File: src/rtl/acc_sequencer_if.sv
// Memory and ALU bus between the accumulator sequencer and its environment.
// The sequencer side is master; memory and ALU together form the slave side.
interface acc_sequencer_if;
    logic [7:0] memAddr;
    logic [7:0] memReadData;
    logic       memWriteEn;
    logic [7:0] memWriteData;
    logic [1:0] aluControl;
    logic [7:0] aluDataInACC;
    logic [7:0] aluDataIn;
    logic [7:0] aluPc;
    logic [7:0] aluResult;

    modport master (
        output memAddr,
        output memWriteEn,
        output memWriteData,
        output aluControl,
        output aluDataInACC,
        output aluDataIn,
        output aluPc,
        input  memReadData,
        input  aluResult
    );

    modport slave (
        input  memAddr,
        input  memWriteEn,
        input  memWriteData,
        input  aluControl,
        input  aluDataInACC,
        input  aluDataIn,
        input  aluPc,
        output memReadData,
        output aluResult
    );
endinterface

File: src/rtl/acc_sequencer.sv
// Fetch/decode/execute controller for the 8-bit accumulator machine.
// Drives the ALU inputs and the unified memory port; updates acc/pc.
module acc_sequencer #(
    parameter logic [7:0] RESET_PC  = 8'h00,
    parameter logic [7:0] RESET_ACC = 8'h00
) (
    input  logic              clk,
    input  logic              reset,
    acc_sequencer_if.master   bus,
    output logic              halted,
    output logic              instrDone
);
    typedef enum logic [2:0] {
        FETCH, DECODE, READ, EXEC, WB, STORE, HALT
    } state_t;

    localparam logic [2:0] OP_ADD  = 3'b000;
    localparam logic [2:0] OP_NAND = 3'b001;
    localparam logic [2:0] OP_BNZ  = 3'b010;
    localparam logic [2:0] OP_SLT  = 3'b011;
    localparam logic [2:0] OP_LDA  = 3'b100;
    localparam logic [2:0] OP_STA  = 3'b101;
    localparam logic [2:0] OP_HALT = 3'b110;
    localparam logic [2:0] OP_NOP  = 3'b111;

    state_t     state;
    logic [7:0] pc;
    logic [7:0] acc;
    logic [7:0] operand;
    logic [7:0] ir;
    logic       mem_we;
    logic [2:0] op;
    logic [7:0] ir_addr;

    assign op      = ir[7:5];
    assign ir_addr = {3'b000, ir[4:0]};

    assign bus.memWriteEn   = mem_we;
    assign bus.memWriteData = acc;
    assign bus.aluControl   = ir[6:5];
    assign bus.aluDataInACC = acc;
    assign bus.aluDataIn    = operand;
    assign bus.aluPc        = pc;

    always_comb begin
        bus.memAddr = pc;
        if (state == READ || state == STORE) begin
            bus.memAddr = ir_addr;
        end
    end

    // Strobes are registered, so they are set on entry to the state
    // in which they must be visible.
    always_ff @(posedge clk) begin
        if (reset) begin
            state     <= FETCH;
            pc        <= RESET_PC;
            acc       <= RESET_ACC;
            operand   <= 8'h00;
            ir        <= 8'hE0;
            mem_we    <= 1'b0;
            halted    <= 1'b0;
            instrDone <= 1'b0;
        end else begin
            mem_we    <= 1'b0;
            instrDone <= 1'b0;
            unique case (state)
                FETCH: begin
                    state <= DECODE;
                end
                DECODE: begin
                    ir        <= bus.memReadData;
                    instrDone <= (bus.memReadData[7:5] == OP_NOP);
                    state     <= READ;
                end
                READ: begin
                    unique case (op)
                        OP_STA: begin
                            mem_we    <= 1'b1;
                            instrDone <= 1'b1;
                            state     <= STORE;
                        end
                        OP_HALT: begin
                            halted <= 1'b1;
                            state  <= HALT;
                        end
                        OP_NOP: begin
                            pc    <= pc + 8'd1;
                            state <= FETCH;
                        end
                        default: begin
                            state <= EXEC;
                        end
                    endcase
                end
                EXEC: begin
                    operand   <= bus.memReadData;
                    instrDone <= 1'b1;
                    state     <= WB;
                end
                WB: begin
                    unique case (op)
                        OP_ADD, OP_NAND, OP_SLT: begin
                            acc <= bus.aluResult;
                            pc  <= pc + 8'd1;
                        end
                        OP_BNZ: begin
                            pc <= bus.aluResult;
                        end
                        OP_LDA: begin
                            acc <= operand;
                            pc  <= pc + 8'd1;
                        end
                        default: begin
                            pc <= pc + 8'd1;
                        end
                    endcase
                    state <= FETCH;
                end
                STORE: begin
                    pc    <= pc + 8'd1;
                    state <= FETCH;
                end
                HALT: begin
                    state <= HALT;
                end
                default: begin
                    state <= FETCH;
                end
            endcase
        end
    end
endmodule

File: src/flat_wrapper.sv
// flat-port wrapper written by rule: the top's interface ports become plain ports
module acc_sequencer_flat 
#(
    parameter logic [7:0] RESET_PC  = 8'h00,
    parameter logic [7:0] RESET_ACC = 8'h00
)
  (clk, reset, halted, instrDone, bus_memAddr, bus_memWriteEn, bus_memWriteData, bus_aluControl, bus_aluDataInACC, bus_aluDataIn, bus_aluPc, bus_memReadData, bus_aluResult);
  acc_sequencer_if bus_i ();
  input  logic clk;
  input  logic reset;
  output logic halted;
  output logic instrDone;
  output wire logic [$bits(bus_i.memAddr)-1:0] bus_memAddr;
  output wire logic [$bits(bus_i.memWriteEn)-1:0] bus_memWriteEn;
  output wire logic [$bits(bus_i.memWriteData)-1:0] bus_memWriteData;
  output wire logic [$bits(bus_i.aluControl)-1:0] bus_aluControl;
  output wire logic [$bits(bus_i.aluDataInACC)-1:0] bus_aluDataInACC;
  output wire logic [$bits(bus_i.aluDataIn)-1:0] bus_aluDataIn;
  output wire logic [$bits(bus_i.aluPc)-1:0] bus_aluPc;
  input wire logic [$bits(bus_i.memReadData)-1:0] bus_memReadData;
  input wire logic [$bits(bus_i.aluResult)-1:0] bus_aluResult;
  assign bus_memAddr = bus_i.memAddr;
  assign bus_memWriteEn = bus_i.memWriteEn;
  assign bus_memWriteData = bus_i.memWriteData;
  assign bus_aluControl = bus_i.aluControl;
  assign bus_aluDataInACC = bus_i.aluDataInACC;
  assign bus_aluDataIn = bus_i.aluDataIn;
  assign bus_aluPc = bus_i.aluPc;
  assign bus_i.memReadData = bus_memReadData;
  assign bus_i.aluResult = bus_aluResult;
  acc_sequencer #(.RESET_PC(RESET_PC), .RESET_ACC(RESET_ACC)) u_core (.clk(clk), .reset(reset), .bus(bus_i), .halted(halted), .instrDone(instrDone));
endmodule
File: config.mk
export PLATFORM = sky130hd
export DESIGN_NAME = acc_sequencer_flat
export DESIGN_NICKNAME = d
export VERILOG_FILES = /design/src/rtl/acc_sequencer_if.sv /design/src/rtl/acc_sequencer.sv /design/src/flat_wrapper.sv
export SDC_FILE = /design/constraint.sdc
export NUM_CORES = 1
export LEC_CHECK = 0
export CAP_MARGIN = 10
export CORE_AREA = 2 2 66 68
export DETAILED_ROUTE_END_ITERATION = 12
export DIE_AREA = 0 0 68 70
export PLACE_DENSITY = 0.88
export SYNTH_ARGS = -nofsm -noshare
export SYNTH_HDL_FRONTEND = slang
export SYNTH_SLANG_ARGS = --single-unit
File: constraint.sdc
create_clock -name clk -period 4.1 [get_ports clk]
set_clock_uncertainty 0.15 [all_clocks]
set_input_delay 1.23 -clock clk [delete_from_list [all_inputs] [get_ports clk]]
set_output_delay 1.23 -clock clk [all_outputs]
set_load 0.05 [all_outputs]
* After elaboration in Yosys (flattened, before gate mapping)
Cells that the tools add are included.
** Word-level totals
- Input bits :: 18
- Word-level logic and storage cells :: 44
- Output and inout port bits :: 45
- Register bits :: 38
** Cells by class
- Equality and inequality tests :: 15
- Muxes and demuxes :: 9
- Reduce and logical (&&, ||, !) cells :: 10
- Bitwise logic cells :: 1
- Add/subtract/negate cells :: 1
** Operator list (count)
- 3-bit == test (second input constant) :: 8
- 8-bit 2-to-1 mux :: 3
- 8-bit case mux with 3 select lines :: 1
- 8-bit case mux with 2 select lines :: 1
- 3-bit case mux with 5 select lines :: 1
- 3-bit by 2-bit == test with 1-bit output (second input constant) :: 4
- 3-bit case mux with 3 select lines :: 1
- 8-bit by 1-bit adder with 8-bit output (second input constant) :: 1
- 3-bit by 1-bit == test with 1-bit output (second input constant) :: 2
- 3-bit zero test :: 2
- 2-bit AND reduction :: 3
- 1-bit case mux with 3 select lines :: 1
- 3-bit nonzero test :: 1
- 3-bit OR reduction :: 1
- 2-bit != test (second input constant) :: 1
- 2-bit nonzero test :: 1
- 2-bit OR reduction :: 1
- 1-bit logical OR :: 1
- 1-bit 2-to-1 mux :: 1
- 1-bit inverter :: 1

* Longest topological paths before layout
- Word-level depth :: 4
- Depth in mapped cells :: 7
- Mapped depth without buffers :: 5

* Worst setup path before layout
No wires, ideal clock.
- Kind :: register -> output
- Start point :: reg u_core.state[0]
- End point :: out bus_memAddr[1]
- Data required time :: 2.720 ns
- Slack :: 0.549 ns
- Cell stages (with the launch flop) :: 6
- Data arrival time :: 2.171 ns
- Buffers on the path :: 2
- Cells stage by stage :: dfxtp_1 -> clkbuf_1 -> nand2b_1 -> o22ai_1 -> clkbuf_1 -> o21ai_0
** Between the ends
- Longest elaborated chain between the ends :: 3
- Elaborated cells between the ends (all ways) :: 4
- Those cells by class :: eq/ne (2); mux (1); reduce/logical (1)
** Ends and longest elaborated chain
- start: declaration :: RTL line acc_sequencer.sv:26 : state_t state;
- start signal: assignment :: RTL line acc_sequencer.sv:56 : state <= FETCH;
- start signal: assignment :: RTL line acc_sequencer.sv:69 : state <= DECODE;
- start signal: assignment :: RTL line acc_sequencer.sv:74 : state <= READ;
- 3-bit by 2-bit == test with 1-bit output or 3-bit == test (tied branches) :: RTL line acc_sequencer.sv:47 : if (state == READ || state == STORE) begin
- 1-bit logical OR * :: RTL line acc_sequencer.sv:47
- 8-bit 2-to-1 mux * :: RTL line acc_sequencer.sv:47
- end: declaration :: RTL line flat_wrapper.sv:13 : output wire logic [$bits(bus_i.memAddr)-1:0] bus_memAddr;
Every way passes the cells marked *; elsewhere a longest branch is shown, timed or not.

* Final worst setup path
- Start point :: reg u_core.state[0]
- End point :: out bus_memAddr[3]
Same word-level chain as after synthesis.

==> metrics.txt <==
r2r setup slk=1.82 ns; Flop pwr share=0.473; # rows=24; cts-stage hold buffer count=0; CTS max path bufs=2; 1st-pass router iterations=4; Synth Area per Inst=approximately 9 µm²; Worst Path Required=between 2 and 3 ns; final instance area=0.00254 mm²; Worst R2R Start=u_core.state[0]$_SDFF_PP0_; Setup Fix Bufs, Post-CTS=0; Crit Path Class=reg -> out; final hold violation count=0; # DRC=0; worst reg2reg path depth=4; CTS Root Cell=clkbuf_8; pin count of the biggest net entering global routing=17; Die Y=around 70 µm; placed cell areas=0.00245 mm²; crit path from=u_core.state[0]$_SDFF_PP0_; IO Count=63; Final Slew Violations=0; area grow syn2layout=34.1%; initial antenna violation count=0; Hold Worst Slack=0.334 ns; vias in the first global route=between 1,500 and 2,000; synth warn=0; max-cap violations=0; clock sinks=38; Detailed Route WL=4670 µm; hold path cells=2; worst skew pair latency=about 0.29 ns; Via Count=1,682; PortBufs=a little over 60; Peak VDD IR=roughly 0.22 mV; # fillers=about 380; RSZ-0062 raised after global routing=no; share of post-route cells with drive strength above 1=0.0620; first-pass GRT wire length=7860 µm; number of buffers created by CTS=5; Antenna Cells=0; CTS tree=built; Crit path arrival time=around 2.5 ns; Clock Pin Slew Worst Setup and Hold Paths=around 0.070 ns; Vias/cell=approximately 5.4; Setup crit start kind=flop; Total GRT Usage=0.219; Cell Int Power=about 0.00061 W; Worst Setup End Kind=output port; reg-to-reg endpoint=u_core.bus.aluPc[4]$_SDFFE_PP0P_; drt initial violations=97; final worst-path cycle share=0.951; GPL Wtd Cong=between 0.8 and 0.9; width of the die=between 60 and 70 µm; Reg area=between 700 and 800 µm²; leakage power=0.955 nW; Hold/Removal Path Class=reg -> reg; total grt overflow=0; Starting Density=0.457; worst-margin pin slew=roughly 0.90 ns; Post-Syn Nets=230; PwrDens=~350 mW/mm²; Net Switching=between 0.0002 and 0.0003 W; Cells after Synth=~210; last element of the critical path=bus_memAddr[3]; Comb pwr share=0.238; full die area=0.00476 mm²; nets=~280; Routed WL per cell=around 15 µm; cell area after synthesis=~0.0019 mm²; Final min period=a little under 4 ns; post_cts resized=0; synthesized flop and latch total=38; area of the multi-input gates=936 µm²; Sum Neg Setup Slack=0 ns; HPWL reported at the end of detailed placement=3460 µm; crit-path max FO=12; Non-Filler Instances=310; total number of H-tree levels=2; core area=slightly above 0.004 mm²; count of cell types in the netlist=40; status=finished, final reports clean; Setup-failing EPs final=0; achievable frequency=approximately 260 MHz; relative slew slack=0.400; antenna-violating nets left=0; post-synthesis sequential area ratio=0.402; clock share of power=0.288; placed cells=302; switching fraction of total power=0.316
## kinds of logic after synthesis
group,Yosys count,share of synthesized area
buf+inv,37,0.104
xor+xnor,1,0.00462
mux,28,0.149
flops,38,0.402
compound gates,40,0.159
simple gates,66,0.176
fa+ha+maj,1,0.00660
## cells in the final DEF, fill, tap and decap left out, drive strengths merged
cell,synthesis,routed
clkdlybuf4s50,0,62
dfxtp,38,38
nor2,30,30
mux2i,27,27
inv,10,10
a21oi,9,9
a211oi,9,9
nand2,8,8
nand3,7,7
clkbuf,6,7
o32ai,6,6
o21ai,4,4
buf,21,4
nor2b,4,4
and3,3,3
a211o,3,3
nand2b,2,2
nor3,2,2
a31oi,2,2
or3,2,2
and4,2,2
a2111oi,2,2
o22ai,1,1
mux2,1,1
and4bb,1,1
or4b,1,1
a32oi,1,1
or2,1,1
nor3b,1,1
nor4b,1,1
a221oi,1,1
a22oi,1,1
nor4,1,1
xor2,1,1
a2bb2oi,1,1
ha,1,1
clkinv,0,1
## state kept, by name, indices dropped and copies added (netlist names)
signal                   count
u_core.bus.aluPc             8
u_core.bus.aluDataInACC      8
u_core.halted                1
u_core.bus.aluDataIn         8
u_core.bus.memWriteEn        1
u_core.state                 3
u_core.instrDone             1
u_core.ir                    8
## worst min path at each step
| stage | startpoint | to |
|---|---|---|
| finish | u_core.halted$_SDFFE_PP0P_ | u_core.halted$_SDFFE_PP0P_ |
| global route | u_core.bus.aluDataInACC[4]$_SDFFE_PP0P_ | u_core.bus.aluDataInACC[4]$_SDFFE_PP0P_ |
| CTS | u_core.halted$_SDFFE_PP0P_ | u_core.halted$_SDFFE_PP0P_ |
| detailed placement | u_core.halted$_SDFFE_PP0P_ | u_core.halted$_SDFFE_PP0P_ |
| global placement | u_core.halted$_SDFFE_PP0P_ | u_core.halted$_SDFFE_PP0P_ |
| floorplan | u_core.ir[0]$_SDFFE_PP0P_ | u_core.ir[0]$_SDFFE_PP0P_ |
## area by class of cell
cell class | instances | area share
multi-input combinational | 136 | 0.368
sequential | 38 | 0.299
clock buffer | 7 | 0.0340
timing repair buffer | 66 | 0.256
tap | 52 | 0.0256
clock inverter | 1 | 0.00197
inverter | 10 | 0.0148
## worst max-delay path: stages, from the launching register on
cell and delay [ns]:
dfxtp_1 0.57, nand2_1 0.10, o22ai_1 0.39, buf_4 0.23
nand2_1 0.05, o21ai_0 0.06, clkdlybuf4s50_1 0.82
## routing by layer
metal  GRT usage  vias to the layer above  share of wire
li1            -                      834              -
met1       0.302                      780           0.45
met2       0.340                       59           0.48
met3      0.0580                        9          0.059
met4      0.0511                        0          0.016
met5           0                        -              0
## cell usage after synthesis, drive strengths merged
master	count	share of area
a2111oi	2	0.019
a211o	3	0.014
a211oi	9	0.036
a21oi	9	0.024
a221oi	1	0.0046
a22oi	1	0.0040
a2bb2oi	1	0.0046
a31oi	2	0.0066
a32oi	1	0.0046
and3	3	0.0099
and4	2	0.0092
and4bb	1	0.0066
buf	21	0.073
clkbuf	6	0.012
dfxtp	38	0.40
ha	1	0.0066
inv	10	0.020
mux2	1	0.0059
mux2i	27	0.14
nand2	8	0.016
nand2b	2	0.0066
nand3	7	0.018
nor2	30	0.059
nor2b	4	0.017
nor3	2	0.0053
nor3b	1	0.0040
nor4	1	0.0033
nor4b	1	0.0046
o21ai	4	0.011
o22ai	1	0.0033
o32ai	6	0.028
or2	1	0.0033
or3	2	0.0066
or4b	1	0.0053
xor2	1	0.0046
## stage by stage
stage                     power, W  worst slack (ns)   util
after floorplan           0.000582             0.549      -
after global placement    0.000640             0.581  0.591
after detailed placement  0.000645             0.530  0.591
after CTS                 0.000902             0.193  0.613
after global routing      0.000942            0.0380  0.613
final                     0.000899             0.203  0.613
## power by group through the flow
stage	Sequential, W	Clock [W]	Combinational [W]
floorplan	0.000438	0	0.000144
global placement	0.000431	0	0.000209
CTS	0.000425	0.000263	0.000215
detailed placement	0.000432	0	0.000213
global route	0.000429	0.000283	0.000230
finish	0.000426	0.000259	0.000214
No activity file was read; power rests on OpenSTA's default activity.
